===== src/rtl/flag_cond_unit.sv =====
// flag_cond_unit
// NZCV status-flag register, ARM-style condition evaluator and a small LIFO
// shadow stack for saving/restoring flags across exception entry and exit.
//
// Ports
//   i_clk, i_reset          clock, synchronous active-high reset
//   i_negative .. i_overflow ALU flags for the current instruction
//   i_set_flags[1:0]        00 hold, 01 NZ only, 10 NZCV, 11 load i_flag_in
//   i_flag_in[3:0]          explicit {N,Z,C,V}
//   i_cond[3:0]             condition code
//   i_forward               1: evaluate on next flags, 0: on latched flags
//   i_push, i_pop           shadow-stack save / restore
//   o_flags[3:0]            latched {N,Z,C,V}
//   o_cond_true             combinational condition result
//   o_stack_empty/full      shadow-stack occupancy
//   o_stack_err             sticky overflow/underflow error
module flag_cond_unit #(
  parameter int unsigned DEPTH = 4
) (
  input  logic       i_clk,
  input  logic       i_reset,
  input  logic       i_negative,
  input  logic       i_zero,
  input  logic       i_carry,
  input  logic       i_overflow,
  input  logic [1:0] i_set_flags,
  input  logic [3:0] i_flag_in,
  input  logic [3:0] i_cond,
  input  logic       i_forward,
  input  logic       i_push,
  input  logic       i_pop,
  output logic [3:0] o_flags,
  output logic       o_cond_true,
  output logic       o_stack_empty,
  output logic       o_stack_full,
  output logic       o_stack_err
);

  localparam int unsigned PtrW = $clog2(DEPTH);
  localparam logic [PtrW:0] CntFull = (PtrW+1)'(DEPTH);
  localparam logic [PtrW:0] CntOne  = (PtrW+1)'(1);

  logic [3:0]      r_flags;
  logic [PtrW:0]   r_count;
  logic            r_err;
  logic [3:0]      r_stack [DEPTH];

  logic            w_empty;
  logic            w_full;
  logic            w_pop_ok;
  logic            w_err_evt;
  logic [PtrW-1:0] w_top_idx;
  logic [PtrW-1:0] w_wr_idx;
  logic [3:0]      w_next_flags;
  logic [3:0]      w_eval_flags;

  assign w_empty   = (r_count == '0);
  assign w_full    = (r_count == CntFull);
  assign w_pop_ok  = i_pop && !w_empty;
  // Push+pop on a full stack is an exchange, not an overflow.
  assign w_err_evt = (i_pop && w_empty) || (i_push && !i_pop && w_full);
  // When full the low bits wrap to 0, so top = 0 - 1 = DEPTH-1 as required.
  assign w_top_idx = r_count[PtrW-1:0] - PtrW'(1);
  assign w_wr_idx  = r_count[PtrW-1:0];

  always_comb begin
    w_next_flags = r_flags;
    if (w_pop_ok) begin
      // A valid pop drops any SetFlags request in the same cycle.
      w_next_flags = r_stack[w_top_idx];
    end else begin
      unique case (i_set_flags)
        2'b11:   w_next_flags = i_flag_in;
        2'b10:   w_next_flags = {i_negative, i_zero, i_carry, i_overflow};
        2'b01:   w_next_flags = {i_negative, i_zero, r_flags[1:0]};
        default: w_next_flags = r_flags;
      endcase
    end
  end

  function automatic logic eval_cond(input logic [3:0] c, input logic [3:0] f);
    logic n, z, cy, v;
    n  = f[3];
    z  = f[2];
    cy = f[1];
    v  = f[0];
    unique case (c)
      4'h0:    eval_cond = z;
      4'h1:    eval_cond = !z;
      4'h2:    eval_cond = cy;
      4'h3:    eval_cond = !cy;
      4'h4:    eval_cond = n;
      4'h5:    eval_cond = !n;
      4'h6:    eval_cond = v;
      4'h7:    eval_cond = !v;
      4'h8:    eval_cond = cy && !z;
      4'h9:    eval_cond = !cy || z;
      4'hA:    eval_cond = (n == v);
      4'hB:    eval_cond = (n != v);
      4'hC:    eval_cond = !z && (n == v);
      4'hD:    eval_cond = z || (n != v);
      4'hE:    eval_cond = 1'b1;
      default: eval_cond = 1'b0;
    endcase
  endfunction

  assign w_eval_flags = i_forward ? w_next_flags : r_flags;
  assign o_cond_true  = eval_cond(i_cond, w_eval_flags);

  always_ff @(posedge i_clk) begin
    if (i_reset) begin
      r_flags <= 4'b0000;
      r_count <= '0;
      r_err   <= 1'b0;
    end else begin
      r_flags <= w_next_flags;
      if (w_err_evt) begin
        r_err <= 1'b1;
      end
      if (w_pop_ok && i_push) begin
        // Exchange: top takes the pre-update flags, count unchanged.
        r_stack[w_top_idx] <= r_flags;
      end else if (w_pop_ok) begin
        r_count <= r_count - CntOne;
      end else if (i_push && !w_full) begin
        r_stack[w_wr_idx] <= r_flags;
        r_count           <= r_count + CntOne;
      end
    end
  end

  assign o_flags       = r_flags;
  assign o_stack_empty = w_empty;
  assign o_stack_full  = w_full;
  assign o_stack_err   = r_err;

endmodule


===== config.mk =====
export PLATFORM = sky130hd
export DESIGN_NAME = flag_cond_unit
export DESIGN_NICKNAME = d
export VERILOG_FILES = /design/src/rtl/flag_cond_unit.sv
export SDC_FILE = /design/constraint.sdc
export NUM_CORES = 1
export LEC_CHECK = 0
export BUFFER_PORTS_ARGS = -buffer_cell sky130_fd_sc_hd__buf_4
export CAP_MARGIN = 25
export CORE_MARGIN = 2
export CORE_UTILIZATION = 30
export DETAILED_ROUTE_END_ITERATION = 6
export PLACE_DENSITY = 0.55
export SYNTH_ARGS = -nofsm -noshare
export SYNTH_HDL_FRONTEND = slang
export SYNTH_SLANG_ARGS = --single-unit

===== constraint.sdc =====
create_clock -name i_clk -period 2.75 [get_ports i_clk]
set_input_delay 0.55 -clock i_clk [delete_from_list [all_inputs] [get_ports i_clk]]
set_output_delay 0.55 -clock i_clk [all_outputs]
set_load 0.005 [all_outputs]

==> results of run 1 <==
==> repair_timing <==
action                     4_1_cts  5_1_grt
hold endpoints to repair         0        0
setup endpoints to repair        1        1
pin swaps                        3        0
gates resized for setup          4        1
==> per-stage QoR <==
step                instance area [um^2]  setup TNS (ns)  setup slack, ns  cells  power, W
floorplan                           1450          -0.118           -0.118    129   0.00124
global placement                    1870          -0.207           -0.207    229   0.00166
detailed placement                  1870          -0.280           -0.280    229   0.00168
CTS                                 1960          -0.352           -0.352    233   0.00202
global route                        1960          -0.497           -0.497    233   0.00215
finish                              1960          -0.321           -0.321    233   0.00199
==> kinds of logic (layout without fill, tap and decap cells) <==
logic type	Yosys count	count (layout)	synth area share
simple gates	44	44	0.165
compound gates	27	27	0.143
flops	24	24	0.448
buf+inv	15	65	0.0569
mux	13	13	0.140
xor+xnor	4	4	0.0245
fa+ha+maj	2	2	0.0227
==> sequential cells by signal, summed over array words and instances (netlist names) <==
name and flops:
o_flags 4, o_stack_err 1, r_count 3, r_stack 16
==> critical path: stages (launching register included) <==
cell,delay (ns)
dfxtp_4,0.39
inv_4,0.04
ha_4,0.27
buf_4,0.11
mux4_2,0.34
nand4_4,0.10
nand3_2,0.10
mux4_2,0.48
mux2i_1,0.17
xnor2_1,0.14
buf_4,0.13
==> layout make-up <==
| class | instances | share of cell area |
|---|---|---|
| clock inverters | 1 | 0.0153 |
| multi-input cells | 90 | 0.374 |
| flip-flops and latches | 24 | 0.329 |
| inverters | 8 | 0.0166 |
| well taps | 54 | 0.0344 |
| repair buffers | 53 | 0.209 |
| clock buffers | 3 | 0.0210 |
==> where the power goes <==
| part | internal [W] | switching, W | total (W) |
|---|---|---|---|
| Combinational | 0.000606 | 0.000525 | 0.00113 |
| Clock | 0.000194 | 0.000111 | 0.000305 |
| Sequential | 0.000497 | 0.0000608 | 0.000558 |
==> cell usage after synthesis (2+ instances only) <==
cell	n
buf_4	2
edfxtp_1	16
mux2_2	2
nor3_1	3
o211ai_1	3
xnor2_1	3
buf_6	2
nor2_1	11
mux2i_1	5
mux4_2	5
o21ai_0	2
and2_1	2
dfxtp_1	8
a211oi_1	2
nand3_1	5
nand2_1	9
buf_2	2
nand4_1	2
or3_1	3
and3_1	2
inv_1	7
a21oi_1	8
==> routing by layer <==
metal	wire, um	up-vias	global-route usage	part of all wire
li1	-	590	-	-
met1	1470	554	0.168	0.42
met2	1840	26	0.251	0.53
met3	153	2	0.0193	0.044
met4	16	0	0.0370	0.0046
met5	0	-	0	0
==> worst min path at each step <==
stage                                to  slack (ns)  cells after the start
6_report       o_stack_err$_SDFFE_PP0P_        0.49                      2
5_1_grt        o_stack_err$_SDFFE_PP0P_        0.51                      2
4_1_cts        o_stack_err$_SDFFE_PP0P_        0.49                      2
3_5_place_dp   o_stack_err$_SDFFE_PP0P_        0.47                      2
3_3_place_gp   o_stack_err$_SDFFE_PP0P_        0.46                      2
2_1_floorplan  o_stack_err$_SDFFE_PP0P_        0.46                      2
==> results.yml, run 1 <==
finish:
  final_util: 0.421
  nNetsFinal: 201
  syn_to_final_growth_pct: 37.2
  drive_gt1_frac: 0.436
  nFillCells: 443
  n_antenna_cell: 0
  final_common_cell: "buf_4"
  multi_input_area_um2: 734
  seqCellArea_um2: 646
  layout_common_cells: "52 x buf_4, 16 x edfxtp_1, 11 x nor2_1"
sta:
  worstMarginPinSlew_ns: 0.369
  timing.hold.ws_ns: 0.486
  drv_slew: 0
  finalCriticalPeriod_ns: 3.07
  fin_skew_ns: 0.00283
  max_freq_ghz: 0.326
  hold_viol: 0
  setup_viol: 1
  slew_headroom: 0.754
  fin_ws_ns: -0.321
  post-route-period-util: 1.12
  rsz0062_at_grt: "yes"
global_route:
  grtUsageTotal: 0.138
  grt_overflow_total: 0
  grt_pass1_wl_um: 5640
  antenna_found_initial: 0
  grt_pass1_vias: 1191
  grt_max_degree: 15
clocking:
  path_clk_slew_ns: 0.08
  cts_htree_levels: 1
  clkSinkCount: 24
  insertion_delay_ns: 0.26
  cts_tree: "yes"
  ctsHoldBuffers: 0
  cts-root-buf: "clkbuf_8"
  cts_made_buffers: 3
  post_cts_buffers: 0
  clk_path_buf_depth: 2
setup_path:
  cp.arrival_ns: 2.52
  worst_setup_path_start_kind: "flop"
  r2r_start: "r_count[0]$_SDFFE_PP0P_"
  critPathMaxFanout: 3
  required_ns: 2.20
  path_class: "flop to output port"
  crit_path_start: "r_count[0]$_SDFFE_PP0P_"
  r2r_end: "r_count[2]$_SDFFE_PP0P_"
  rr_worst_depth: 11
  endpoint: "o_cond_true"
  end_kind: "output port"
  ff2ff_setup_slack_ns: 0.55
min_path:
  hp-start: "o_stack_err$_SDFFE_PP0P_"
  hold_path.class: "flop to flop"
floorplanning:
  die_h_um: 73.0
  die_area_mm2: 0.00534
  ios: 27
  die_width_um: 73.0
  start_util: 0.307
  core_area_mm2: 0.00466
  rows: 25
yosys:
  ys_top_cells_by_area: "edfxtp_1 34%, dfxtp_1 11%, mux4_2 7.9%"
  syn-cell-area_mm2: 0.00143
  yosysUniqueCellTypes: 47
  yosysTopAreaCellShare: 0.336
  synth_warnings: 0
  synth-edff-count: 16
  synth.avg_cell_area_um2: 11.1
  synth-seq-area-share: 0.448
  synth_flop_cell: "edfxtp_1"
  syn_nets: 150
  synth_largest_area_cell: "edfxtp_1"
  synth_cells: 129
  postSynth.asyncResetShare: 0
  synth-seq-cells: 24
routing:
  wire_per_inst_um: 14.9
  first_pass_iters: 4
  routed_via_density: 5.03
  drcViolationCount: 0
  antenna_left: 0
  route.vias.total: 1172
  drt_wl_total_um: 3480
  initialDrtViolationCount: 70
place:
  io_buffers: 26
  gp_routability_congestion: 0.827
  dp_hpwl_um: 2820
pwr:
  p_leak_nw: 0.802
  peakVddDrop_uv: 306
  powerDensity_mw_per_mm2: 1020
outcome:
  status: "finished with violations"
  violations: "setup timing"
flow_run:
  maxCapViolations: 0
Note: power is estimated with default switching activity, not from simulation.
==> run 2, diff against run 1 <==
--- a/config.mk
+++ b/config.mk
@@ -7,10 +7,13 @@
 export LEC_CHECK = 0
 export BUFFER_PORTS_ARGS = -buffer_cell sky130_fd_sc_hd__buf_4
 export CAP_MARGIN = 25
-export CORE_MARGIN = 2
+export CELL_PAD_IN_SITES_DETAIL_PLACEMENT = 2
+export CELL_PAD_IN_SITES_GLOBAL_PLACEMENT = 2
+export CORE_MARGIN = 5
 export CORE_UTILIZATION = 30
 export DETAILED_ROUTE_END_ITERATION = 6
-export PLACE_DENSITY = 0.55
+export PLACE_DENSITY = 0.76
+export SLEW_MARGIN = 20
 export SYNTH_ARGS = -nofsm -noshare
 export SYNTH_HDL_FRONTEND = slang
 export SYNTH_SLANG_ARGS = --single-unit
==> run 2 against run 1 <==
Effect of this change: clock skew fell by 0.0012 ns; sequential cell count did not move; critical path depth did not move; global-route usage rose by 0.90 points; sequential share of layout area fell by 0.13 points; critical path type unchanged; critical endpoint unchanged; the run still ends with setup timing left; count of clock-buffer cells in the layout did not move; combinational power rose by 4%; clock power rose by 1%.
==> results.yml, run 2 (synthesis results as in run 1) <==
global_route:
  grt_overflow_total: 0
  grtUsageTotal: 0.147
  antenna_found_initial: 0
  grt_pass1_wl_um: 7220
  grt_max_degree: 15
  grt_pass1_vias: 1435
sta:
  fin_ws_ns: -0.332
  worstMarginPinSlew_ns: 0.414
  slew_headroom: 0.721
  setup_viol: 1
  post-route-period-util: 1.12
  drv_slew: 0
  finalCriticalPeriod_ns: 3.08
  hold_viol: 0
  rsz0062_at_grt: "yes"
  fin_skew_ns: 0.00161
  max_freq_ghz: 0.324
clocking:
  clk_path_buf_depth: 2
  path_clk_slew_ns: 0.08
  cts_htree_levels: 1
  cts_made_buffers: 3
  cts-root-buf: "clkbuf_8"
  clkSinkCount: 24
  cts_tree: "yes"
  insertion_delay_ns: 0.27
floorplanning:
  die_width_um: 79.0
  rows: 25
  die_area_mm2: 0.00625
  core_area_mm2: 0.00466
  die_h_um: 79.0
  start_util: 0.307
  ios: 27
place:
  gp_routability_congestion: 0.780
  dp_hpwl_um: 3490
  io_buffers: 26
  place_area_mm2: 0.00185
  dp.cells: 228
routing:
  route.vias.total: 1253
  routed_via_density: 5.35
  antenna_left: 0
  first_pass_iters: 4
  initialDrtViolationCount: 50
  wire_per_inst_um: 18.2
  drcViolationCount: 0
  drt_wl_total_um: 4260
setup_path:
  worst_setup_path_start_kind: "flop"
  required_ns: 2.20
  cpMaxStageDelayCell: "mux4_2"
  cpMostUsedCell: "mux4_2"
  path_class: "flop to output port"
  end_kind: "output port"
  crit_path_cell_trace: "inv_4 > ha_4 > buf_6 > mux4_2 > nand4_4 > nand3_2 > mux4_2 > mux2i_1 > xnor2_1 > buf_4"
  critPathMaxStageDelay_ns: 0.46
  cp.arrival_ns: 2.53
  critPathMaxFanout: 3
finish:
  n_antenna_cell: 0
  final_area_mm2: 0.00197
  nFillCells: 488
  seqCellArea_um2: 646
  drive_gt1_frac: 0.444
  syn_to_final_growth_pct: 37.7
  multi_input_area_um2: 739
  regMostFlops: "r_stack"
  final_common_cell: "buf_4"
  layout_common_cells: "52 x buf_4, 16 x edfxtp_1, 11 x nor2_1"
  nNetsFinal: 202
  largest_reg_flops: 16
  final_cells: 234
flow_run:
  maxCapViolations: 0
pwr:
  peakVddDrop_uv: 577
  powerDensity_mw_per_mm2: 1040
  p_leak_nw: 0.806
min_path:
  hold_path.class: "input pin to flop"
outcome:
  status: "finished with violations"
  violations: "setup timing"
-- run 2: worst paths after layout --
path | startpoint | end | slack [ns] | depth (start not counted)
max | r_count[0]$_SDFFE_PP0P_ | o_cond_true | -0.33 | 10
min | i_reset | r_count[1]$_SDFFE_PP0P_ | 0.50 | 2
max reg2reg | r_count[0]$_SDFFE_PP0P_ | r_count[2]$_SDFFE_PP0P_ | 0.50 | 12
min reg2reg | o_stack_err$_SDFFE_PP0P_ | o_stack_err$_SDFFE_PP0P_ | 0.51 | 2
-- run 2: critical path, delay by kind of cell, from the launching register on --
kind / cells / cell delay (ns)
buf+inv: 3 / 0.27
simple gates: 2 / 0.21
fa+ha+maj: 1 / 0.27
mux: 3 / 0.99
flops: 1 / 0.38
xor+xnor: 1 / 0.14
-- run 2: final cells by class --
cell class | count | share of cell area
clock inverter | 1 | 0.0152
inverter | 8 | 0.0165
clock buffer | 3 | 0.0210
tap | 54 | 0.0343
multi-input combinational | 90 | 0.375
timing repair buffer | 54 | 0.210
sequential | 24 | 0.328
-- run 2: power breakdown --
| group | internal [W] | total [W] | switching, W |
|---|---|---|---|
| registers | 0.000497 | 0.000562 | 0.0000647 |
| logic | 0.000604 | 0.00118 | 0.000572 |
| clock network | 0.000195 | 0.000309 | 0.000114 |
-- run 2: routing by layer --
metal  global-route usage  vias to the layer above  share of wire  wire, um
met5                    0                        -              0         0
met4               0.0447                        0          0.013        54
met3               0.0283                        6          0.031       130
met2                0.270                       23           0.55      2320
met1                0.170                      632           0.41      1750
li1                     -                      592              -         -
-- run 2: metrics by stage --
step | TNS (ns) | setup WS (ns) | power, W | util | hold WS (ns)
4_1_cts | -0.362 | -0.362 | 0.00208 | 0.423 | 0.504
3_5_place_dp | -0.299 | -0.299 | 0.00168 | 0.398 | 0.498
3_3_place_gp | -0.241 | -0.241 | 0.00162 | 0.398 | 0.458
5_1_grt | -0.474 | -0.474 | 0.00220 | 0.423 | 0.503
2_1_floorplan | -0.118 | -0.118 | 0.00124 | - | 0.460
6_report | -0.332 | -0.332 | 0.00205 | 0.423 | 0.505
-- run 2: what timing repair did --
item | in CTS | in global routing
setup buffers | 2 | 0
pin swaps | 7 | 0
resized for setup | 8 | 0
endpoints found under the setup margin | 1 | 1
gates cloned | 0 | 0
hold buffers | 0 | 0
